### src/rtl/freq_word_calc.sv
// ---------------------------------------------------------------------------
// freq_word_calc
// Converts a four-digit BCD keypad entry (Hz or kHz) into a binary frequency
// and the matching 32-bit NCO tuning word, using a sequential BCD-to-binary
// pass, an optional x1000 scale, and a 30-cycle shift-add multiply by TW_MULT.
//
// Ports
//   clk_1MHz   in   sole clock, rising edge
//   rst        in   asynchronous, active-high reset
//   start      in   conversion request, accepted only when idle
//   value_in   in   [15:12] thousands .. [3:0] units, BCD
//   Msel       in   0 = Hz, 1 = kHz
//   busy       out  conversion in progress
//   done       out  one-cycle completion pulse
//   err        out  last accepted request contained a non-BCD digit
//   frequency  out  binary frequency in Hz
//   phase_inc  out  NCO tuning word, bits [47:16] of acc * TW_MULT
//
// State table
//   state   | meaning
//   S_IDLE  | waiting for start; latches value_in/Msel on acceptance
//   S_BCD   | 4 cycles, MSD first: acc = acc*10 + digit (or error exit)
//   S_SCALE | 1 cycle: acc *= 1000 when Msel was set
//   S_MUL   | 30 cycles: product += TW_MULT << i when acc bit i is set
//   S_DONE  | register results, pulse done, return to idle
// ---------------------------------------------------------------------------
module freq_word_calc #(
    parameter logic [22:0] TW_MULT = 23'd5629500
) (
    input  logic        clk_1MHz,
    input  logic        rst,
    input  logic        start,
    input  logic [15:0] value_in,
    input  logic        Msel,
    output logic        busy,
    output logic        done,
    output logic        err,
    output logic [29:0] frequency,
    output logic [31:0] phase_inc
);

    localparam logic [2:0] S_IDLE  = 3'd0;
    localparam logic [2:0] S_BCD   = 3'd1;
    localparam logic [2:0] S_SCALE = 3'd2;
    localparam logic [2:0] S_MUL   = 3'd3;
    localparam logic [2:0] S_DONE  = 3'd4;

    logic [2:0]  r_state;
    logic [4:0]  r_cnt;
    logic [15:0] r_val;
    logic        r_msel;
    logic [29:0] r_acc;
    logic [29:0] r_mplier;
    logic [52:0] r_mcand;
    logic [52:0] r_prod;
    logic        r_busy;
    logic        r_done;
    logic        r_err;
    logic [29:0] r_freq;
    logic [31:0] r_phase;

    logic [3:0]  w_digit;
    logic        w_bad;
    logic [29:0] w_acc_next;
    logic [29:0] w_scaled;

    // The BCD down-counter runs 3..0, so count 3 selects the thousands digit.
    always_comb begin
        w_digit = 4'd0;
        case (r_cnt[1:0])
            2'd3:    w_digit = r_val[15:12];
            2'd2:    w_digit = r_val[11:8];
            2'd1:    w_digit = r_val[7:4];
            default: w_digit = r_val[3:0];
        endcase
    end

    assign w_bad = (r_val[15:12] > 4'd9) || (r_val[11:8] > 4'd9) ||
                   (r_val[7:4]   > 4'd9) || (r_val[3:0]  > 4'd9);

    assign w_acc_next = (r_acc << 3) + (r_acc << 1) + {26'd0, w_digit};

    // x1000 as 1024 - 16 - 8
    assign w_scaled = r_msel ? ((r_acc << 10) - (r_acc << 4) - (r_acc << 3)) : r_acc;

    always_ff @(posedge clk_1MHz or posedge rst) begin
        if (rst) begin
            r_state  <= S_IDLE;
            r_cnt    <= 5'd0;
            r_val    <= 16'd0;
            r_msel   <= 1'b0;
            r_acc    <= 30'd0;
            r_mplier <= 30'd0;
            r_mcand  <= 53'd0;
            r_prod   <= 53'd0;
            r_busy   <= 1'b0;
            r_done   <= 1'b0;
            r_err    <= 1'b0;
            r_freq   <= 30'd0;
            r_phase  <= 32'd0;
        end else begin
            r_done <= 1'b0;
            case (r_state)
                S_IDLE: begin
                    if (start) begin
                        r_val   <= value_in;
                        r_msel  <= Msel;
                        r_acc   <= 30'd0;
                        r_prod  <= 53'd0;
                        r_cnt   <= 5'd3;
                        r_state <= S_BCD;
                    end
                end
                S_BCD: begin
                    // The digit check happens on the first BCD cycle, before
                    // busy is raised, so a rejected entry never shows busy.
                    if (w_bad) begin
                        r_done  <= 1'b1;
                        r_err   <= 1'b1;
                        r_state <= S_IDLE;
                    end else begin
                        r_busy <= 1'b1;
                        r_acc  <= w_acc_next;
                        if (r_cnt == 5'd0) begin
                            r_state <= S_SCALE;
                        end else begin
                            r_cnt <= r_cnt - 5'd1;
                        end
                    end
                end
                S_SCALE: begin
                    r_acc    <= w_scaled;
                    r_mplier <= w_scaled;
                    r_mcand  <= {30'd0, TW_MULT};
                    r_cnt    <= 5'd29;
                    r_state  <= S_MUL;
                end
                S_MUL: begin
                    if (r_mplier[0]) begin
                        r_prod <= r_prod + r_mcand;
                    end
                    r_mcand  <= r_mcand << 1;
                    r_mplier <= r_mplier >> 1;
                    if (r_cnt == 5'd0) begin
                        r_state <= S_DONE;
                    end else begin
                        r_cnt <= r_cnt - 5'd1;
                    end
                end
                S_DONE: begin
                    r_freq  <= r_acc;
                    r_phase <= r_prod[47:16];
                    r_err   <= 1'b0;
                    r_done  <= 1'b1;
                    r_busy  <= 1'b0;
                    r_state <= S_IDLE;
                end
                default: begin
                    r_busy  <= 1'b0;
                    r_state <= S_IDLE;
                end
            endcase
        end
    end

    assign busy      = r_busy;
    assign done      = r_done;
    assign err       = r_err;
    assign frequency = r_freq;
    assign phase_inc = r_phase;

endmodule

### config.mk
export PLATFORM = sky130hd
export DESIGN_NAME = freq_word_calc
export DESIGN_NICKNAME = d
export VERILOG_FILES = /design/src/rtl/freq_word_calc.sv
export SDC_FILE = /design/constraint.sdc
export NUM_CORES = 1
export LEC_CHECK = 0
export ABC_AREA = 1
export CAP_MARGIN = 20
export CORE_MARGIN = 4
export CORE_UTILIZATION = 56
export DETAILED_ROUTE_END_ITERATION = 8
export PLACE_DENSITY = 0.88
export SLEW_MARGIN = 20
export SYNTH_ARGS = -nofsm -noshare
export SYNTH_HDL_FRONTEND = slang
export SYNTH_SLANG_ARGS = --single-unit
### constraint.sdc
create_clock -name clk_1MHz -period 9.2 [get_ports clk_1MHz]
set_input_delay 2.3 -clock clk_1MHz [delete_from_list [all_inputs] [get_ports clk_1MHz]]
set_output_delay 2.3 -clock clk_1MHz [all_outputs]
set_load 0.005 [all_outputs]
### Yosys cells after proc, flatten, opt, wreduce, memory -nomap -nowiden

Index checks and enable logic that the tools add are counted.

| word-level totals | value |
|---|---|
| bits of input ports | 20 |
| logic and storage cells | 80 |
| bits in registers | 256 |

| operators by class | value |
|---|---|
| mux-type cells | 25 |
| add/subtract/negate cells | 6 |
| eq/ne operators | 13 |
| bitwise operators | 1 |
| reduce and logical (&&, ||, !) cells | 18 |
| order comparisons | 4 |

Operators by type and width:

| operator | count |
|---|---|
| $pmux W53 S2 | 2 |
| $mux W53 | 2 |
| $mux W30 | 3 |
| $pmux W30 S3 | 1 |
| $pmux W30 S2 | 1 |
| $sub A30 B30 Y30 | 2 |
| $add A53 B53 Y53 | 1 |
| $add A30 B30 Y30 | 1 |
| $add A30 B4 Y30 | 1 |
| $pmux W5 S4 | 1 |
| $gt A4 B4 Y1 const B | 4 |
| $mux W5 | 3 |
| $mux W3 | 4 |
| $pmux W3 S4 | 1 |
| $pmux W4 S3 | 1 |
| $reduce_and A3 Y1 | 4 |
| $ne A2 B2 Y1 const B | 5 |
| $eq A3 B2 Y1 const B | 2 |
| $pmux W1 S2 | 3 |
| $reduce_and A2 Y1 | 3 |
| $reduce_bool A2 Y1 | 3 |
| $logic_not A5 Y1 | 1 |
| $sub A5 B1 Y5 const B | 1 |
| $eq A2 B2 Y1 const B | 2 |
| other kinds (11) | 15 |

### Logic depth before layout (Yosys ltp)

Gate-level depths: netlist (run 1).

| logic depth | value |
|---|---|
| depth in word-level cells | 6 |
| depth in mapped cells | 22 |

### Worst setup path before layout (run 1)

Ideal clock, no wire load.

| path | value |
|---|---|
| kind | input to register |
| from | in start |
| to | reg r_acc[26] |
| buffers on the path | 2 |
| library setup time | 0.116 ns |
| slack | 5.942 ns |
| data arrival time | 3.141 ns |
| stages on the path | 8 |
| cells stage by stage | nor3_1 nor2_1 o21ai_2 inv_2 buf_4 buf_4 nand2_1 nand2_1 |

| on the way | value |
|---|---|
| word-level cells in the longest chain between the ends | 2 |

RTL lines:

| element | line | RTL |
|---|---|---|
| start, declared | 32 | `input logic start,` |
| $ne A2 B2 Y1 (no source line) | n/a |  |
| $reduce_and A3 Y1 (no source line) | n/a |  |
| end signal, assigned | 123 | `r_acc <= w_acc_next;` |
| end signal, assigned | 132 | `r_acc <= w_scaled;` |
| end, declared | 52 | `logic [29:0] r_acc;` |

Every way passes these cells.
A chain may end at the register's enable or synchronous reset.

### Worst setup path in the final report (run 1)

| path | value |
|---|---|
| from | reg r_state[2] |
| to | reg r_prod[3] |

| on the way | value |
|---|---|
| word-level cells in the longest chain between the ends | 3 |

RTL lines:

| element | line | RTL |
|---|---|---|
| start, declared | 48 | `logic [2:0] r_state;` |
| start signal, assigned | 88 | `r_state <= S_IDLE;` |
| start signal, assigned | 111 | `r_state <= S_BCD;` |
| start signal, assigned | 120 | `r_state <= S_IDLE;` |
| $eq A3 B2 Y1 or $logic_not A3 Y1 (tied branches) | 103 | `case (r_state)` |
| $ne A2 B2 Y1 (no source line) or $reduce_bool A2 Y1 (tied branches) | n/a |  |
| $reduce_and A3 Y1 (no source line) | n/a |  |
| end signal, assigned | 140 | `r_prod <= r_prod + r_mcand;` |
| end, declared | 55 | `logic [52:0] r_prod;` |

Several ways; a longest one is shown, not always the timed one.

==> flow_metrics.py, run 1 <==
metrics = {
    "die": {
        "die_w_um": 186,
        "dieHeight_um": 186,
        "pin_count": 85,
        "row_count": 64,
        "core_um2": 30900,
        "die-area_um2": 34600,
        "initial_core_util_pct": 57.3,
    },
    "clock_tree": {
        "cts_tree": "done",
        "cts_hold_buf": 0,
        "cts_made_buffers": 27,
        "cts_sinks": 242,
        "cts-resized-gates": 0,
        "clockBufferDepth": 3,
        "post_cts_buffers": 0,
        "clock_latency_ns": 0.55,
        "cts.clk_slew.worst_paths_ns": 0.06,
        "cts-htree-levels": 1,
        "cts_root_buf": "clkbuf_16",
    },
    "logic_synthesis": {
        "synth_area_um2": 17700,
        "synth.distinct_cells": 46,
        "ys_ff_latch": 242,
        "syn_nets": 2750,
        "synth_warnings": 0,
        "synth-seq-area-share_pct": 34.2,
        "netlist_top_cells_area": "dfrtp_1 34%, nand2_1 19%, ha_1 9.7%, inv_1 7.2%, a21oi_1 4.7%",
        "syn_area_per_cell_um2": 6.89,
        "syn_inst": 2571,
        "synth_top_area_share_pct": 34.2,
        "yosys.area.top_type": "dfrtp_1",
    },
    "timing": {
        "fin_setup_tns_ns": 0,
        "fin_crit_sh_pct": 52.9,
        "report.final.slew_viol_count": 0,
        "rsz0062_at_grt": "false",
        "slew_headroom_pct": 26.3,
        "period_minus_slack_ns": 4.86,
        "final.setup_skew_ns": 0.0263,
        "hold_violations": 0,
        "max_freq_ghz": 0.206,
        "tightest_slew_ns": 1.10,
        "finalSetupViolCount": 0,
    },
    "finish": {
        "syn_to_final_growth_pct": 11.6,
        "layout.cells.non_filler": 3050,
        "drive_gt1_share_pct": 3.32,
        "antenna_cells": 0,
        "fin_area_um2": 19800,
        "nets": 2812,
    },
    "setup_path": {
        "max_stage_delay_ns": 0.82,
        "crit_path_cell_trace": "nor2_4 > buf_4 > inv_2 > nor2_8 > inv_2 > nor2_4 > inv_2 > nand2_1 > inv_2 > a22o_1",
        "cp_top_family": "buffers and inverters",
        "required_ns": 9.63,
        "worstSetupPathType": "flip-flop to flip-flop",
        "slowest_stage": "nor2_4",
        "cp_max_fo": 62,
        "cp-start-kind": "flip-flop",
        "arrival_ns": 5.30,
        "setup.worst_path.end_class": "flip-flop",
        "critPathBufInv": 5,
        "cp_common_cell": "inv_2",
    },
    "place": {
        "port_buffers": 84,
        "gp_congestion": 0.983,
        "dp_hpwl_um": 44300,
        "post-place-cells": 3000,
        "dpl-instance-area_um2": 18900,
    },
    "grt": {
        "antenna_found_initial": 0,
        "grt-ovfl-total": 0,
        "grt_max_degree": 151,
        "grt_pass1_vias": 16462,
        "grt_pass1_wl_um": 88400,
        "grtUsageTotal_pct": 32.3,
    },
    "route": {
        "final_antenna_net_count": 0,
        "routed-via-count": 17654,
        "vias_per_cell": 5.79,
        "drcViolationCount": 0,
        "drt_iter0_markers": 1919,
        "drtPass1Iterations": 6,
        "post_drt_wl_per_cell_um": 18.6,
        "wl_um": 56700,
    },
    "min_path": {
        "worstHoldPathType": "flip-flop to flip-flop",
    },
    "run": {
        "cap_viol_max_count": 0,
    },
    "power": {
        "peakVddDrop_uv": 196,
        "leakagePower_nw": 10.4,
        "p_per_area_nw_per_um2": 376,
    },
    "status": {
        "outcome": "finished clean",
    },
}
## power by group
group / leakage (nW) / internal (mW) / switching (mW)
clock: 0.445 / 0.613 / 0.463
sequential: 3.07 / 1.42 / 0.318
combinational: 6.92 / 1.57 / 3.06
total: 10.4 / 3.60 / 3.84
## synthesized netlist by cell type (all sizes together)
| master | number |
|---|---|
| dfrtp | 242 |
| xnor2 | 7 |
| ha | 137 |
| nand3 | 132 |
| o21a | 4 |
| o22ai | 32 |
| a31oi | 3 |
| a221oi | 1 |
| nor2 | 209 |
| nand2 | 878 |
| and2 | 3 |
| nor3 | 14 |
| a21oi | 166 |
| fa | 22 |
| a21boi | 2 |
| nand4 | 34 |
| o21bai | 15 |
| o211ai | 18 |
| inv | 352 |
| a22oi | 3 |
| a22o | 3 |
| a32oi | 2 |
| mux2 | 14 |
| nor4 | 1 |
| and3 | 1 |
| o21ai | 183 |
| o221ai | 7 |
| xor2 | 9 |
| a21o | 2 |
| o22a | 6 |
| nand3b | 7 |
| o31ai | 2 |
| clkbuf | 26 |
| or2 | 3 |
| buf | 31 |
## worst min-delay path, stage by stage (launching register included)
cell     delay, ns
dfrtp_1       0.34
nand2_1       0.05
nand2_1       0.05
## flip-flops by register name, summed over array words and instances, names as in the netlist
name and cells:
r_val 16, r_prod 46, busy 1, done 1
err 1, r_mplier 30, r_acc 30, r_msel 1
r_state 3, r_mcand 46, r_cnt 5, phase_inc 32
frequency 30
## final cells by class
type	count	area (µm²)
well taps	396	495
fillers	2773	11100
inverters	352	1330
repair buffers	90	898
multi-input cells	1920	10100
clock buffers	34	752
flip-flops and latches	242	6060
clock inverters	16	133
## kinds of logic (layout without fill, tap and decap cells)
logic type	after synthesis	in the layout	synth area share, %
and+or+nand+nor	1282	1282	29.1
adders and majority gates	159	159	12.2
muxes	14	14	0.890
buffers and inverters	409	492	8.85
DFF	242	242	34.2
AOI/OAI and AO/OA	449	449	14.0
xor gates and xnor gates	16	16	0.791
## path summary, 6_finish.rpt
path / cells past startpoint / endpoint / slack, ns / startpoint
setup / recovery: 10 / r_prod[3] / 4.34 / r_state[2]
hold / removal: 2 / phase_inc[22] / 0.47 / phase_inc[22]
setup reg to reg: 10 / r_prod[3] / 4.34 / r_state[2]
hold reg to reg: 2 / phase_inc[22] / 0.47 / phase_inc[22]
max in group asynchronous: 3 / phase_inc[4] / 5.67 / rst
min in group asynchronous: 2 / phase_inc[8] / 2.29 / rst
## stage by stage
| step | setup slack [ns] | util [%] | hold slack [ns] | power [mW] |
|---|---|---|---|---|
| floorplan | 0.255 | - | 0.449 | 4.80 |
| global placement | 4.27 | 61.1 | 0.453 | 6.11 |
| detailed placement | 4.15 | 61.1 | 0.460 | 6.22 |
| CTS | 4.41 | 64.0 | 0.477 | 7.34 |
| global route | 3.97 | 64.0 | 0.486 | 8.04 |
| finish | 4.34 | 64.0 | 0.473 | 7.44 |
## layer usage
metal	vias up	wire [µm]	track usage, %
met2	846	23800	48.3
met1	8273	26000	49.2
li1	8461	-	-
met4	0	1310	7.43
met3	74	5590	5.63
met5	-	0	0
## cells in the final DEF (no fill, tap or decap), drive strengths merged, types with 3 or more instances in the layout
| cell | synthesis | final |
|---|---|---|
| o22ai | 32 | 32 |
| nand3 | 132 | 132 |
| a21oi | 166 | 166 |
| nor2 | 209 | 209 |
| clkbuf | 26 | 34 |
| nand4 | 34 | 34 |
| xnor2 | 7 | 7 |
| nor3 | 14 | 14 |
| o21bai | 15 | 15 |
| dfrtp | 242 | 242 |
| ha | 137 | 137 |
| fa | 22 | 22 |
| o211ai | 18 | 18 |
| o21ai | 183 | 183 |
| o21a | 4 | 4 |
| buf | 31 | 6 |
| o221ai | 7 | 7 |
| nand3b | 7 | 7 |
| a22oi | 3 | 3 |
| and2 | 3 | 3 |
| inv | 352 | 357 |
| clkinv | 0 | 9 |
| o22a | 6 | 6 |
| nand2 | 878 | 878 |
| a22o | 3 | 3 |
| or2 | 3 | 3 |
| xor2 | 9 | 9 |
| a31oi | 3 | 3 |
| mux2 | 14 | 14 |
| clkdlybuf4s50 | 0 | 84 |
(Power assumes the default switching activity.)
==> run 2, diff against run 1 <==
--- a/config.mk
+++ b/config.mk
@@ -8,9 +8,9 @@
 export ABC_AREA = 1
 export CAP_MARGIN = 20
 export CORE_MARGIN = 4
-export CORE_UTILIZATION = 56
+export CORE_UTILIZATION = 60
 export DETAILED_ROUTE_END_ITERATION = 8
-export PLACE_DENSITY = 0.88
+export PLACE_DENSITY = 0.89
 export SLEW_MARGIN = 20
 export SYNTH_ARGS = -nofsm -noshare
 export SYNTH_HDL_FRONTEND = slang
==> constraint.sdc (replaced) <==
create_clock -name clk_1MHz -period 4.9 [get_ports clk_1MHz]
set_input_delay 1.225 -clock clk_1MHz [delete_from_list [all_inputs] [get_ports clk_1MHz]]
set_output_delay 1.225 -clock clk_1MHz [all_outputs]
set_load 0.005 [all_outputs]
==> run 2 against run 1 <==
Compared with the run above:
- setup slack lost 3.0 ns
- register-to-register slack got worse by 3.0 ns
- total power grew 88%
- critical path type unchanged
- critical path depth rose by 2
==> flow_metrics.py, run 2 (synthesized netlist as in run 1, its figures left out) <==
metrics = {
    "status": {
        "outcome": "finished clean",
    },
    "power": {
        "peakVddDrop_uv": 393,
        "leakagePower_nw": 10.4,
        "p_per_area_nw_per_um2": 706,
    },
    "clock_tree": {
        "cts_made_buffers": 26,
        "cts-htree-levels": 1,
        "cts_hold_buf": 0,
        "cts.clk_slew.worst_paths_ns": 0.06,
        "clock_latency_ns": 0.55,
        "cts_tree": "done",
        "cts_sinks": 242,
        "post_cts_buffers": 0,
        "cts_root_buf": "clkbuf_16",
        "clockBufferDepth": 3,
        "cts-resized-gates": 0,
    },
    "die": {
        "core_um2": 28900,
        "pin_count": 85,
        "die-area_um2": 32300,
        "die_w_um": 180,
        "row_count": 62,
        "dieHeight_um": 180,
        "initial_core_util_pct": 61.2,
    },
    "finish": {
        "syn_to_final_growth_pct": 11.8,
        "antenna_cells": 0,
        "final_cell_mix": "878 x nand2_1, 341 x inv_1, 242 x dfrtp_1, 204 x nor2_1, 166 x a21oi_1",
        "final_common_cell": "nand2_1",
        "utilization_pct": 68.5,
        "nets": 2819,
        "drive_gt1_share_pct": 3.35,
    },
    "route": {
        "drt_iter0_markers": 2310,
        "drcViolationCount": 0,
        "routed-via-count": 18048,
        "post_drt_wl_per_cell_um": 19.0,
        "final_antenna_net_count": 0,
        "vias_per_cell": 5.93,
        "wl_um": 57900,
        "drtPass1Iterations": 6,
    },
    "setup_path": {
        "required_ns": 5.36,
        "cp-start-kind": "flip-flop",
        "cp_top_family": "buffers and inverters",
        "max_stage_delay_ns": 0.68,
        "cp_max_fo": 36,
        "cp_common_cell": "inv_2",
        "setup.worst_path.end_class": "flip-flop",
        "critPathBufInv": 6,
        "crit_path_cell_trace": "inv_2 > nor2_4 > inv_2 > nor2_8 > inv_2 > nor2_4 > buf_4 > inv_2 > nand2_1 > inv_2 > nand2_1 > o21ai_0",
        "arrival_ns": 3.99,
        "slowest_stage": "inv_2",
        "worstSetupPathType": "flip-flop to flip-flop",
    },
    "timing": {
        "final.setup_skew_ns": 0.0166,
        "fin_crit_sh_pct": 72.0,
        "hold_violations": 0,
        "fin_setup_tns_ns": 0,
        "max_freq_ghz": 0.283,
        "tightest_slew_ns": 1.10,
        "period_minus_slack_ns": 3.53,
        "slew_headroom_pct": 26.5,
        "finalSetupViolCount": 0,
        "report.final.slew_viol_count": 0,
        "hold_ws_ns": 0.473,
        "rsz0062_at_grt": "false",
    },
    "min_path": {
        "worstHoldPathType": "flip-flop to flip-flop",
    },
    "grt": {
        "grtUsageTotal_pct": 34.3,
        "grt_max_degree": 95,
        "grt-ovfl-total": 0,
        "grt_pass1_wl_um": 90800,
        "antenna_found_initial": 1,
        "grt_pass1_vias": 16808,
    },
    "place": {
        "port_buffers": 84,
        "dp_hpwl_um": 44800,
        "gp_congestion": 1.04,
    },
    "run": {
        "cap_viol_max_count": 0,
    },
}
-- run 2: layout make-up --
type,instances,area [µm²]
multi-input cells,1920,10100
fillers,2396,9120
flip-flops and latches,242,6060
inverters,352,1330
repair buffers,98,1000
clock buffers,35,746
well taps,384,480
clock inverters,10,101
-- run 2: worst min-delay path: cells and delay by family, from the launching register on --
| family | cells | cell delay, ns |
|---|---|---|
| DFF | 1 | 0.34 |
| and+or+nand+nor | 2 | 0.10 |
-- run 2: where the power goes --
part / switching (mW) / internal, mW / leakage [nW] / total [mW]
registers: 0.610 / 2.66 / 3.07 / 3.27
clock network: 0.845 / 1.13 / 0.407 / 1.97
logic: 5.76 / 2.98 / 6.97 / 8.74
total: 7.22 / 6.77 / 10.4 / 14.0
-- run 2: per-stage QoR --
| stage | cell area [µm²] | instances | setup slack [ns] | power [mW] |
|---|---|---|---|---|
| 5_1_grt | 19800 | 3041 | 1.05 | 15.1 |
| 4_1_cts | 19800 | 3039 | 1.43 | 13.7 |
| 2_1_floorplan | 17700 | 2571 | 0.499 | 9.01 |
| 3_3_place_gp | 18900 | 2994 | 1.48 | 11.4 |
| 6_report | 19800 | 3041 | 1.37 | 14.0 |
| 3_5_place_dp | 18900 | 2994 | 1.44 | 11.7 |
-- run 2: layer usage --
layer  vias up  GRT usage, %  wire length, µm
li1       8447             -                -
met1      8499          53.2            26200
met2       997          49.9            24000
met3       103          7.13             6410
met4         2          7.31             1180
met5         -             0               13
-- run 2: worst paths after layout --
| path | from | end | slack [ns] | depth (start not counted) |
|---|---|---|---|---|
| min in group asynchronous | rst | frequency[23] | 1.06 | 2 |
| hold reg to reg | phase_inc[4] | phase_inc[4] | 0.47 | 2 |
| setup / recovery | r_state[1] | r_prod[39] | 1.37 | 12 |
| max in group asynchronous | rst | r_prod[13] | 2.89 | 4 |
| hold / removal | phase_inc[4] | phase_inc[4] | 0.47 | 2 |
| setup reg to reg | r_state[1] | r_prod[39] | 1.37 | 12 |
